## src/rtl/level_sequencer_if.sv

```systemverilog
// Bus between level_sequencer and its neighbours: stage FSM controls, hook grabs,
// object ROM port and the registered tables/counters read by the renderers.
interface level_sequencer_if #(
  parameter int LEVEL_COUNT   = 4,
  parameter int OBJECTS_COUNT = 20,
  parameter int COORD_W       = 9,
  parameter int SCORE_W       = 16
);
  localparam int IDX_W = (OBJECTS_COUNT > 1) ? $clog2(OBJECTS_COUNT) : 1;
  localparam int LVL_W = (LEVEL_COUNT > 1) ? $clog2(LEVEL_COUNT) : 1;
  localparam int AW    = $clog2(LEVEL_COUNT * OBJECTS_COUNT * 3);

  logic                             enable;
  logic                             pause;
  logic                             oneSecPulse;
  logic                             grabValid;
  logic [IDX_W-1:0]                 grabIndex;
  logic [SCORE_W-1:0]               grabValue;
  logic [AW-1:0]                    romAddr;
  logic [COORD_W-1:0]               romData;
  logic [OBJECTS_COUNT*COORD_W-1:0] objX;
  logic [OBJECTS_COUNT*COORD_W-1:0] objY;
  logic [OBJECTS_COUNT*COORD_W-1:0] objType;
  logic [OBJECTS_COUNT-1:0]         objPresent;
  logic [8:0]                       timer;
  logic [SCORE_W-1:0]               score;
  logic [LVL_W-1:0]                 level;
  logic                             loading;
  logic                             stagePassed;
  logic                             stageFailed;
  logic                             lastLevelEnded;

  modport master (
    output enable, pause, oneSecPulse, grabValid, grabIndex, grabValue, romData,
    input  romAddr, objX, objY, objType, objPresent, timer, score, level,
           loading, stagePassed, stageFailed, lastLevelEnded
  );

  modport slave (
    input  enable, pause, oneSecPulse, grabValid, grabIndex, grabValue, romData,
    output romAddr, objX, objY, objType, objPresent, timer, score, level,
           loading, stagePassed, stageFailed, lastLevelEnded
  );
endinterface

```

## src/rtl/level_sequencer.sv

```systemverilog
// GoldMiner level controller: streams a level's object table from ROM, scores hook
// grabs, runs the countdown and reports pass/fail against the per-level target.
module level_sequencer #(
  parameter int LEVEL_COUNT   = 4,
  parameter int OBJECTS_COUNT = 20,
  parameter int COORD_W       = 9,
  parameter int TIME_INIT     = 83,
  parameter int SCORE_W       = 16,
  parameter int TARGET_BASE   = 100,
  parameter int TARGET_STEP   = 50
) (
  input logic           clk,
  input logic           resetN,
  level_sequencer_if.slave bus
);
  localparam int IDX_W = (OBJECTS_COUNT > 1) ? $clog2(OBJECTS_COUNT) : 1;
  localparam int LVL_W = (LEVEL_COUNT > 1) ? $clog2(LEVEL_COUNT) : 1;
  localparam int WORDS = OBJECTS_COUNT * 3;
  localparam int AW    = $clog2(LEVEL_COUNT * WORDS);
  localparam int CNT_W = $clog2(WORDS + 1);

  localparam logic [CNT_W-1:0] CNT_LAST     = CNT_W'(WORDS);
  localparam logic [CNT_W-1:0] CNT_ADDR_END = CNT_W'(WORDS - 1);
  localparam logic [8:0]       TIMER_INIT   = 9'(TIME_INIT);
  localparam logic [LVL_W-1:0] LVL_LAST     = LVL_W'(LEVEL_COUNT - 1);
  localparam logic [IDX_W:0]   SLOTS        = (IDX_W+1)'(OBJECTS_COUNT);

  typedef enum logic [1:0] {IDLE, LOAD, PLAY, DONE} state_t;

  state_t                                  state_q, state_d;
  logic                                    en_q;
  logic [CNT_W-1:0]                        cnt_q, cnt_d;
  logic [IDX_W-1:0]                        slot_q, slot_d;
  logic [1:0]                              fld_q, fld_d;
  logic [AW-1:0]                           addr_q, addr_d;
  logic [8:0]                              timer_q, timer_d;
  logic [SCORE_W-1:0]                      score_q, score_d;
  logic [LVL_W-1:0]                        level_q, level_d;
  logic [OBJECTS_COUNT-1:0]                pres_q, pres_d;
  logic                                    loading_q, loading_d;
  logic                                    pass_q, pass_d;
  logic                                    fail_q, fail_d;
  logic                                    last_q, last_d;
  logic [OBJECTS_COUNT-1:0][COORD_W-1:0]   x_q, y_q, t_q;

  logic               wr_en;
  logic               end_lvl;
  logic               rise;
  logic [SCORE_W:0]   sum;
  logic [31:0]        tgt;

  assign rise = bus.enable & ~en_q;

  always_comb begin
    state_d   = state_q;
    cnt_d     = cnt_q;
    slot_d    = slot_q;
    fld_d     = fld_q;
    addr_d    = addr_q;
    timer_d   = timer_q;
    score_d   = score_q;
    level_d   = level_q;
    pres_d    = pres_q;
    last_d    = last_q;
    loading_d = 1'b0;
    pass_d    = 1'b0;
    fail_d    = 1'b0;
    wr_en     = 1'b0;
    end_lvl   = 1'b0;
    sum       = {1'b0, score_q} + {1'b0, bus.grabValue};
    tgt       = 32'(TARGET_BASE) + 32'(level_q) * 32'(TARGET_STEP);

    case (state_q)
      IDLE: begin
        if (rise && !last_q) begin
          state_d   = LOAD;
          loading_d = 1'b1;
          addr_d    = AW'(32'(level_q) * 32'(WORDS));
          cnt_d     = '0;
          slot_d    = '0;
          fld_d     = '0;
          pres_d    = '0;
        end
      end
      LOAD: begin
        if (!bus.enable) begin
          state_d = IDLE;
        end else begin
          loading_d = 1'b1;
          // ROM is one cycle behind the address, so word k lands in LOAD cycle k+1
          if (cnt_q != '0) begin
            wr_en = 1'b1;
            if (fld_q == 2'd2) begin
              pres_d[slot_q] = |bus.romData;
              fld_d          = 2'd0;
              slot_d         = slot_q + IDX_W'(1);
            end else begin
              fld_d = fld_q + 2'd1;
            end
          end
          if (cnt_q < CNT_ADDR_END) addr_d = addr_q + AW'(1);
          if (cnt_q == CNT_LAST) begin
            state_d   = PLAY;
            loading_d = 1'b0;
            timer_d   = TIMER_INIT;
            score_d   = '0;
          end else begin
            cnt_d = cnt_q + CNT_W'(1);
          end
        end
      end
      PLAY: begin
        if (!bus.enable) begin
          state_d = IDLE;
        end else begin
          if (bus.grabValid && ({1'b0, bus.grabIndex} < SLOTS) && pres_q[bus.grabIndex]) begin
            pres_d[bus.grabIndex] = 1'b0;
            score_d = sum[SCORE_W] ? '1 : sum[SCORE_W-1:0];
          end
          if (bus.oneSecPulse && !bus.pause) begin
            if (timer_q == '0) end_lvl = 1'b1;
            else timer_d = timer_q - 9'd1;
          end
          if (pres_d == '0) end_lvl = 1'b1;
          // judged on the post-grab score so a grab coinciding with expiry counts
          if (end_lvl) begin
            state_d = DONE;
            if (32'(score_d) >= tgt) begin
              pass_d = 1'b1;
              if (level_q == LVL_LAST) last_d = 1'b1;
              else level_d = level_q + LVL_W'(1);
            end else begin
              fail_d = 1'b1;
            end
          end
        end
      end
      DONE: begin
        if (!bus.enable) state_d = IDLE;
      end
      default: state_d = IDLE;
    endcase
  end

  always_ff @(posedge clk or negedge resetN) begin
    if (!resetN) begin
      state_q   <= IDLE;
      en_q      <= 1'b0;
      cnt_q     <= '0;
      slot_q    <= '0;
      fld_q     <= '0;
      addr_q    <= '0;
      timer_q   <= TIMER_INIT;
      score_q   <= '0;
      level_q   <= '0;
      pres_q    <= '0;
      loading_q <= 1'b0;
      pass_q    <= 1'b0;
      fail_q    <= 1'b0;
      last_q    <= 1'b0;
    end else begin
      state_q   <= state_d;
      en_q      <= bus.enable;
      cnt_q     <= cnt_d;
      slot_q    <= slot_d;
      fld_q     <= fld_d;
      addr_q    <= addr_d;
      timer_q   <= timer_d;
      score_q   <= score_d;
      level_q   <= level_d;
      pres_q    <= pres_d;
      loading_q <= loading_d;
      pass_q    <= pass_d;
      fail_q    <= fail_d;
      last_q    <= last_d;
    end
  end

  always_ff @(posedge clk or negedge resetN) begin
    if (!resetN) begin
      x_q <= '0;
      y_q <= '0;
      t_q <= '0;
    end else if (wr_en) begin
      case (fld_q)
        2'd0:    x_q[slot_q] <= bus.romData;
        2'd1:    y_q[slot_q] <= bus.romData;
        default: t_q[slot_q] <= bus.romData;
      endcase
    end
  end

  assign bus.romAddr        = addr_q;
  assign bus.objX           = x_q;
  assign bus.objY           = y_q;
  assign bus.objType        = t_q;
  assign bus.objPresent     = pres_q;
  assign bus.timer          = timer_q;
  assign bus.score          = score_q;
  assign bus.level          = level_q;
  assign bus.loading        = loading_q;
  assign bus.stagePassed    = pass_q;
  assign bus.stageFailed    = fail_q;
  assign bus.lastLevelEnded = last_q;
endmodule

```

## src/flat_wrapper.sv

```systemverilog
// flat-port wrapper written by rule: the top's interface ports become plain ports
module level_sequencer_flat 
#(
  parameter int LEVEL_COUNT   = 4,
  parameter int OBJECTS_COUNT = 20,
  parameter int COORD_W       = 9,
  parameter int TIME_INIT     = 83,
  parameter int SCORE_W       = 16,
  parameter int TARGET_BASE   = 100,
  parameter int TARGET_STEP   = 50
)
  (clk, resetN, bus_enable, bus_pause, bus_oneSecPulse, bus_grabValid, bus_grabIndex, bus_grabValue, bus_romData, bus_romAddr, bus_objX, bus_objY, bus_objType, bus_objPresent, bus_timer, bus_score, bus_level, bus_loading, bus_stagePassed, bus_stageFailed, bus_lastLevelEnded);
  level_sequencer_if #(.LEVEL_COUNT(LEVEL_COUNT), .OBJECTS_COUNT(OBJECTS_COUNT), .COORD_W(COORD_W), .SCORE_W(SCORE_W)) bus_i ();
  input logic clk;
  input logic resetN;
  input wire logic [$bits(bus_i.enable)-1:0] bus_enable;
  input wire logic [$bits(bus_i.pause)-1:0] bus_pause;
  input wire logic [$bits(bus_i.oneSecPulse)-1:0] bus_oneSecPulse;
  input wire logic [$bits(bus_i.grabValid)-1:0] bus_grabValid;
  input wire logic [$bits(bus_i.grabIndex)-1:0] bus_grabIndex;
  input wire logic [$bits(bus_i.grabValue)-1:0] bus_grabValue;
  input wire logic [$bits(bus_i.romData)-1:0] bus_romData;
  output wire logic [$bits(bus_i.romAddr)-1:0] bus_romAddr;
  output wire logic [$bits(bus_i.objX)-1:0] bus_objX;
  output wire logic [$bits(bus_i.objY)-1:0] bus_objY;
  output wire logic [$bits(bus_i.objType)-1:0] bus_objType;
  output wire logic [$bits(bus_i.objPresent)-1:0] bus_objPresent;
  output wire logic [$bits(bus_i.timer)-1:0] bus_timer;
  output wire logic [$bits(bus_i.score)-1:0] bus_score;
  output wire logic [$bits(bus_i.level)-1:0] bus_level;
  output wire logic [$bits(bus_i.loading)-1:0] bus_loading;
  output wire logic [$bits(bus_i.stagePassed)-1:0] bus_stagePassed;
  output wire logic [$bits(bus_i.stageFailed)-1:0] bus_stageFailed;
  output wire logic [$bits(bus_i.lastLevelEnded)-1:0] bus_lastLevelEnded;
  assign bus_i.enable = bus_enable;
  assign bus_i.pause = bus_pause;
  assign bus_i.oneSecPulse = bus_oneSecPulse;
  assign bus_i.grabValid = bus_grabValid;
  assign bus_i.grabIndex = bus_grabIndex;
  assign bus_i.grabValue = bus_grabValue;
  assign bus_i.romData = bus_romData;
  assign bus_romAddr = bus_i.romAddr;
  assign bus_objX = bus_i.objX;
  assign bus_objY = bus_i.objY;
  assign bus_objType = bus_i.objType;
  assign bus_objPresent = bus_i.objPresent;
  assign bus_timer = bus_i.timer;
  assign bus_score = bus_i.score;
  assign bus_level = bus_i.level;
  assign bus_loading = bus_i.loading;
  assign bus_stagePassed = bus_i.stagePassed;
  assign bus_stageFailed = bus_i.stageFailed;
  assign bus_lastLevelEnded = bus_i.lastLevelEnded;
  level_sequencer #(.LEVEL_COUNT(LEVEL_COUNT), .OBJECTS_COUNT(OBJECTS_COUNT), .COORD_W(COORD_W), .TIME_INIT(TIME_INIT), .SCORE_W(SCORE_W), .TARGET_BASE(TARGET_BASE), .TARGET_STEP(TARGET_STEP)) u_core (.clk(clk), .resetN(resetN), .bus(bus_i));
endmodule
```

## config.mk

```make
export PLATFORM = sky130hd
export DESIGN_NAME = level_sequencer_flat
export DESIGN_NICKNAME = d
export VERILOG_FILES = /design/src/rtl/level_sequencer_if.sv /design/src/rtl/level_sequencer.sv /design/src/flat_wrapper.sv
export SDC_FILE = /design/constraint.sdc
export NUM_CORES = 1
export LEC_CHECK = 0
export CORE_ASPECT_RATIO = 1.2
export CORE_UTILIZATION = 30
export DETAILED_ROUTE_END_ITERATION = 8
export SKIP_CTS_REPAIR_TIMING = 1
export SLEW_MARGIN = 5
export SYNTH_ARGS = -nofsm -noshare
export SYNTH_HDL_FRONTEND = slang
export SYNTH_SLANG_ARGS = --single-unit
export TNS_END_PERCENT = 20
```

## constraint.sdc

```tcl
create_clock -name clk -period 4.8 [get_ports clk]
set_input_delay 0.96 -clock clk [delete_from_list [all_inputs] [get_ports clk]]
set_output_delay 0.96 -clock clk [all_outputs]
set_load 0.02 [all_outputs]
```

[Word level (Yosys, flattened, before mapping)]
Index checks and enable logic that the tools add are counted.
Storage, ports and cells
  logic and storage cells: 228
  input port bits: 36
  flip-flop bits (word level): 615
  output and inout port bits: 599
Cells by class
  equal/unequal tests: 20
  order comparisons: 7
  bitwise logic cells: 6
  mux-type cells: 80
  add/sub/neg operators: 8
  reductions and logical operators: 31
  multipliers: 2
Operators by type and width (count)
  180-bit bitwise mux: 3
  20-bit two-way mux: 8
  16-bit two-way mux: 7
  20-bit case mux with 3 select lines: 1
  9-bit two-way mux: 6
  9-bit demux with 5-bit select: 1
  16-bit by 32-bit >= comparator with 1-bit output: 1
  16-bit case mux with 2 select lines: 1
  8-bit two-way mux: 3
  1-bit two-way mux: 22
  20-bit AND: 1
  20-bit bitwise mux: 1
  20-bit logical NOT: 1
  2-bit two-way mux: 10
  5-bit two-way mux: 4
  20-bit NOT: 1
  4-bit AND reduction: 5
  6-bit two-way mux: 3
  9-bit case mux with 2 select lines: 1
  16-bit by 16-bit adder with 17-bit output: 1
  8-bit case mux with 2 select lines: 1
  5-bit AND reduction: 3
  5-bit by 6-bit < comparator with 1-bit output, second input constant: 2
  2-bit by 1-bit inequality test with 1-bit output, second input constant: 6
  36 further kinds: 61

[Longest topological paths before layout]
Gate-level depths: netlist (run 1).
  depth after elaboration: 16
  depth in mapped cells: 21

[Least setup slack after synthesis (run 1)]
No wires, ideal clock.
  kind: input to register
  start point: input port bus_grabValue[0]
  end point: register u_core.level_q[1], in the netlist u_core.bus.level[1]
  data arrival time: 4.899 ns
  stages: 18
  setup slack: -0.227 ns
  library setup time: 0.128 ns
  path through: ha_1 -> fa_1 -> a211o_1 -> a211oi_2 -> or4_1 -> o211a_1 -> clkbuf_1 -> a31oi_1 -> ha_1 -> nor2b_1 -> o21a_1 -> o21ai_0 -> nand2b_1 -> a211oi_1 -> o21ai_0 -> a2111oi_4 -> a311oi_2 -> mux2_1
Between the ends
  cells in the longest elaborated chain, start to end: 7
RTL lines
  start: declaration: RTL line flat_wrapper.sv:21  | input wire logic [$bits(bus_i.grabValue)-1:0] bus_grabValue;
  16-bit by 16-bit adder with 17-bit output: RTL line level_sequencer.sv:70  | sum = {1'b0, score_q} + {1'b0, bus.grabValue};
  16-bit two-way mux: RTL line level_sequencer.sv:118  | score_d = sum[SCORE_W] ? '1 : sum[SCORE_W-1:0];
  16-bit two-way mux: RTL line level_sequencer.sv:116  | if (bus.grabValid && ({1'b0, bus.grabIndex} < SLOTS) && pres_q[bus.grabIndex]) begin
  16-bit two-way mux: RTL line level_sequencer.sv:113  | if (!bus.enable) begin
  16-bit two-way mux: RTL line level_sequencer.sv:73  | case (state_q)
  16-bit by 32-bit >= comparator with 1-bit output: RTL line level_sequencer.sv:128  | if (32'(score_d) >= tgt) begin
  5-bit AND reduction (no line)
  end signal: assignment: RTL line level_sequencer.sv:170  | level_q <= level_d;
  end: declaration: RTL line level_sequencer.sv:38  | logic [LVL_W-1:0] level_q, level_d;
No other way between the ends. The select of a mux whose other input is x is not followed.
A chain may end at the register's enable or synchronous reset.

[Worst setup path after layout (run 1)]
Ends and elaborated chain as after synthesis.

==> out/results.tsv, run 1 <==
metric	value	unit
status	completed	
p_int	10600	uW
switchingPower	4970	uW
clock.fmax	217	MHz
endpoint_kind	flop	
syn_area_per_cell	13.6	sq um
die_h	324	microns
synth_edf_count	0	
finalClockSkew	24.4	ps
drive_gt1_frac	0.306	
grt_pass1_wl	137000	microns
tightest_slew	1160	ps
p_total	15600	uW
synthArstFlopShare	1.00	
cts_tree	built	
fin_ws	197	ps
fill_cells	7916	
first_pass_iters	5	
wl_per_cell	24.4	microns
yosys_warnings	0	
drv_slew	0	
cap_violations	0	
initial_utilization	0.305	
p_seq_frac	0.395	
syn_nets	1997	
antenna_found_initial	4	
synthCells	1917	
arrival	5090	ps
clk_latency	630	ps
min_path_type	in -> async	
synth-seq-cells	615	
gp_congestion	0.930	
grt_max_degree	121	
slew_headroom	0.223	
yosysUniqueCellTypes	80	
start_kind	input pin	
cts_buffer_depth	3	
cts-root-buf	clkbuf_16	
drt_wl_total	93700	microns
ys_seq_area_frac	0.592	
gr-total-overflow	0	
dp_cells	3721	
stdcell_count	3846	
cts_buffers	68	
io-pin-count	635	
period_minus_slack	4600	ps
htreeDepth	3	
post-place-ws	-474	ps
timing.final.crit_share	0.959	
pwr-share-clk	0.344	
viasPerCell	4.91	
setup_violations	0	
comb_power_share	0.260	
path_max_fanout	5	
p_sw_frac	0.319	
ant_nets	0	
leakage	0.0173	uW
criticalPathCategory	in -> reg	
hpwl	66500	microns
drt_iter0_drc	1036	
die_w	271	microns
finalSetupTns	0	ps
vias	18900	
grt_usage	0.210	
clock_sinks	615	
rows	117	
critPathRequiredTime	5280	ps
syn2layout_area_growth	41.4	%
portBuffers	634	
peakVddDrop	0.324	mV
core_area	85300	sq um
drcViolationCount	0	
dieArea	87800	sq um
synthesis.area	26000	sq um
nets	2741	
synthFlopType	dfrtp_1	
rsz0062_at_grt	no	
grt_pass1_vias	20000	
hold_viol	0	
cts.clk_slew.worst_paths	60	ps
power.density	425	nW/um^2
Yosys cell counts (15+ instances only):
master	instances	area (sq um)
and3_1	15	93.8
inv_1	21	78.8
nor2_1	91	342
nand2_1	101	379
dfrtp_1	611	15300
a21oi_1	46	230
mux2_2	543	6110
nor2b_1	23	144
nand3_1	27	135
nand2b_1	15	93.8
o21ai_0	70	350
clkbuf_1	93	349
ha_1	43	538
worst paths after layout:
| check | cells past startpoint | startpoint | end | slack, ps |
|---|---|---|---|---|
| worst min register to register | 1 | u_core.bus.objY[142] | u_core.bus.objY[142] | 500 |
| worst min-delay path | 1 | resetN | u_core.bus.objType[48] | 340 |
| max in group asynchronous | 2 | resetN | u_core.bus.objY[123] | 3280 |
| min in group clk | 1 | u_core.bus.objY[142] | u_core.bus.objY[142] | 500 |
| worst max-delay path | 18 | bus_grabValue[0] | u_core.bus.level[1] | 200 |
| worst max register to register | 17 | u_core.bus.score[0] | u_core.bus.level[1] | 540 |
power by group through the flow:
stage               logic [uW]  clock network, uW  registers, uW
finish                    4070               5380           6170
detailed placement        4060                  0           6250
global route              4310               5750           6240
CTS                       4090               5550           6170
global placement          4030                  0           6220
floorplan                 1380                  0           6830
layout by cell type, fill, tap and decap left out, drive strengths merged, types with 43 or more instances in the layout:
| cell | count |
|---|---|
| a21oi | 46 |
| buf | 149 |
| clkbuf | 96 |
| clkdlybuf4s50 | 624 |
| dfrtp | 611 |
| ha | 43 |
| mux2 | 545 |
| nand2 | 101 |
| nor2 | 92 |
| o21ai | 70 |
flip-flops by register name (all words and copies together), names as in the netlist:
register                   cells
u_core.bus.objX              180
u_core.bus.level               2
u_core.slot_q                  5
u_core.bus.score              16
u_core.bus.romAddr             8
u_core.en_q                    1
u_core.bus.objPresent         20
u_core.cnt_q                   6
u_core.bus.loading             1
u_core.fld_q                   2
u_core.bus.objType           180
u_core.bus.stagePassed         1
u_core.bus.objY              180
u_core.state_q                 2
u_core.bus.stageFailed         1
u_core.bus.timer               9
u_core.bus.lastLevelEnded      1
per-layer routing:
metal / vias up / global-route usage / share of wire
li1: 8374 / - / -
met1: 9726 / 0.248 / 0.40
met2: 644 / 0.366 / 0.50
met3: 152 / 0.0480 / 0.061
met4: 4 / 0.0825 / 0.036
met5: - / 0 / 0.00028
cell type report:
class	count	area, sq um	area share
clock inverter	27	327	0.00888
multi-input combinational	1182	10200	0.276
clock buffer	96	1980	0.0538
inverter	21	78.8	0.00214
tap	1130	1410	0.0385
sequential	615	15400	0.419
timing repair buffer	773	7410	0.202
antenna	2	5.00	0.000136
cells by family (layout without fill, tap and decap cells):
group | after synthesis | in the layout | synth area share
muxes | 552 | 552 | 0.239
DFF | 615 | 615 | 0.592
other | 0 | 2 | 0
xor gates and xnor gates | 26 | 26 | 0.00876
buffers and inverters | 120 | 917 | 0.0184
AOI/OAI and AO/OA | 224 | 224 | 0.0575
adders and majority gates | 44 | 44 | 0.0215
and+or+nand+nor | 336 | 336 | 0.0622
metrics by stage:
step | instance area, sq um | hold slack (ps) | utilization
floorplan | 26000 | 471 | -
CTS | 36700 | 313 | 0.431
global placement | 34400 | 487 | 0.404
global route | 36800 | 357 | 0.431
detailed placement | 34400 | 491 | 0.404
finish | 36800 | 338 | 0.431
worst max-delay path: stages:
cell and delay (ps):
clkdlybuf4s50_1 400, ha_1 230, fa_2 360, a211o_1 330
a211oi_2 250, or4_1 170, o211ai_1 120, buf_4 180
o21ai_0 140, o21ai_0 160, ha_1 330, buf_4 140
nand4_1 100, nor3_1 60, a31o_2 260, a2111oi_4 370
a311oi_2 160, mux2_1 350
No activity file was read; power rests on OpenSTA's default activity.
==> run 2, diff against run 1 <==
--- a/config.mk
+++ b/config.mk
@@ -7,6 +7,7 @@
 export LEC_CHECK = 0
 export CORE_ASPECT_RATIO = 1.2
 export CORE_UTILIZATION = 30
+export CTS_CLUSTER_DIAMETER = 100
 export DETAILED_ROUTE_END_ITERATION = 8
 export SKIP_CTS_REPAIR_TIMING = 1
 export SLEW_MARGIN = 5
==> results of run 2 <==
Same layout as run 1: the final DEF is identical, and so are final timing and power.
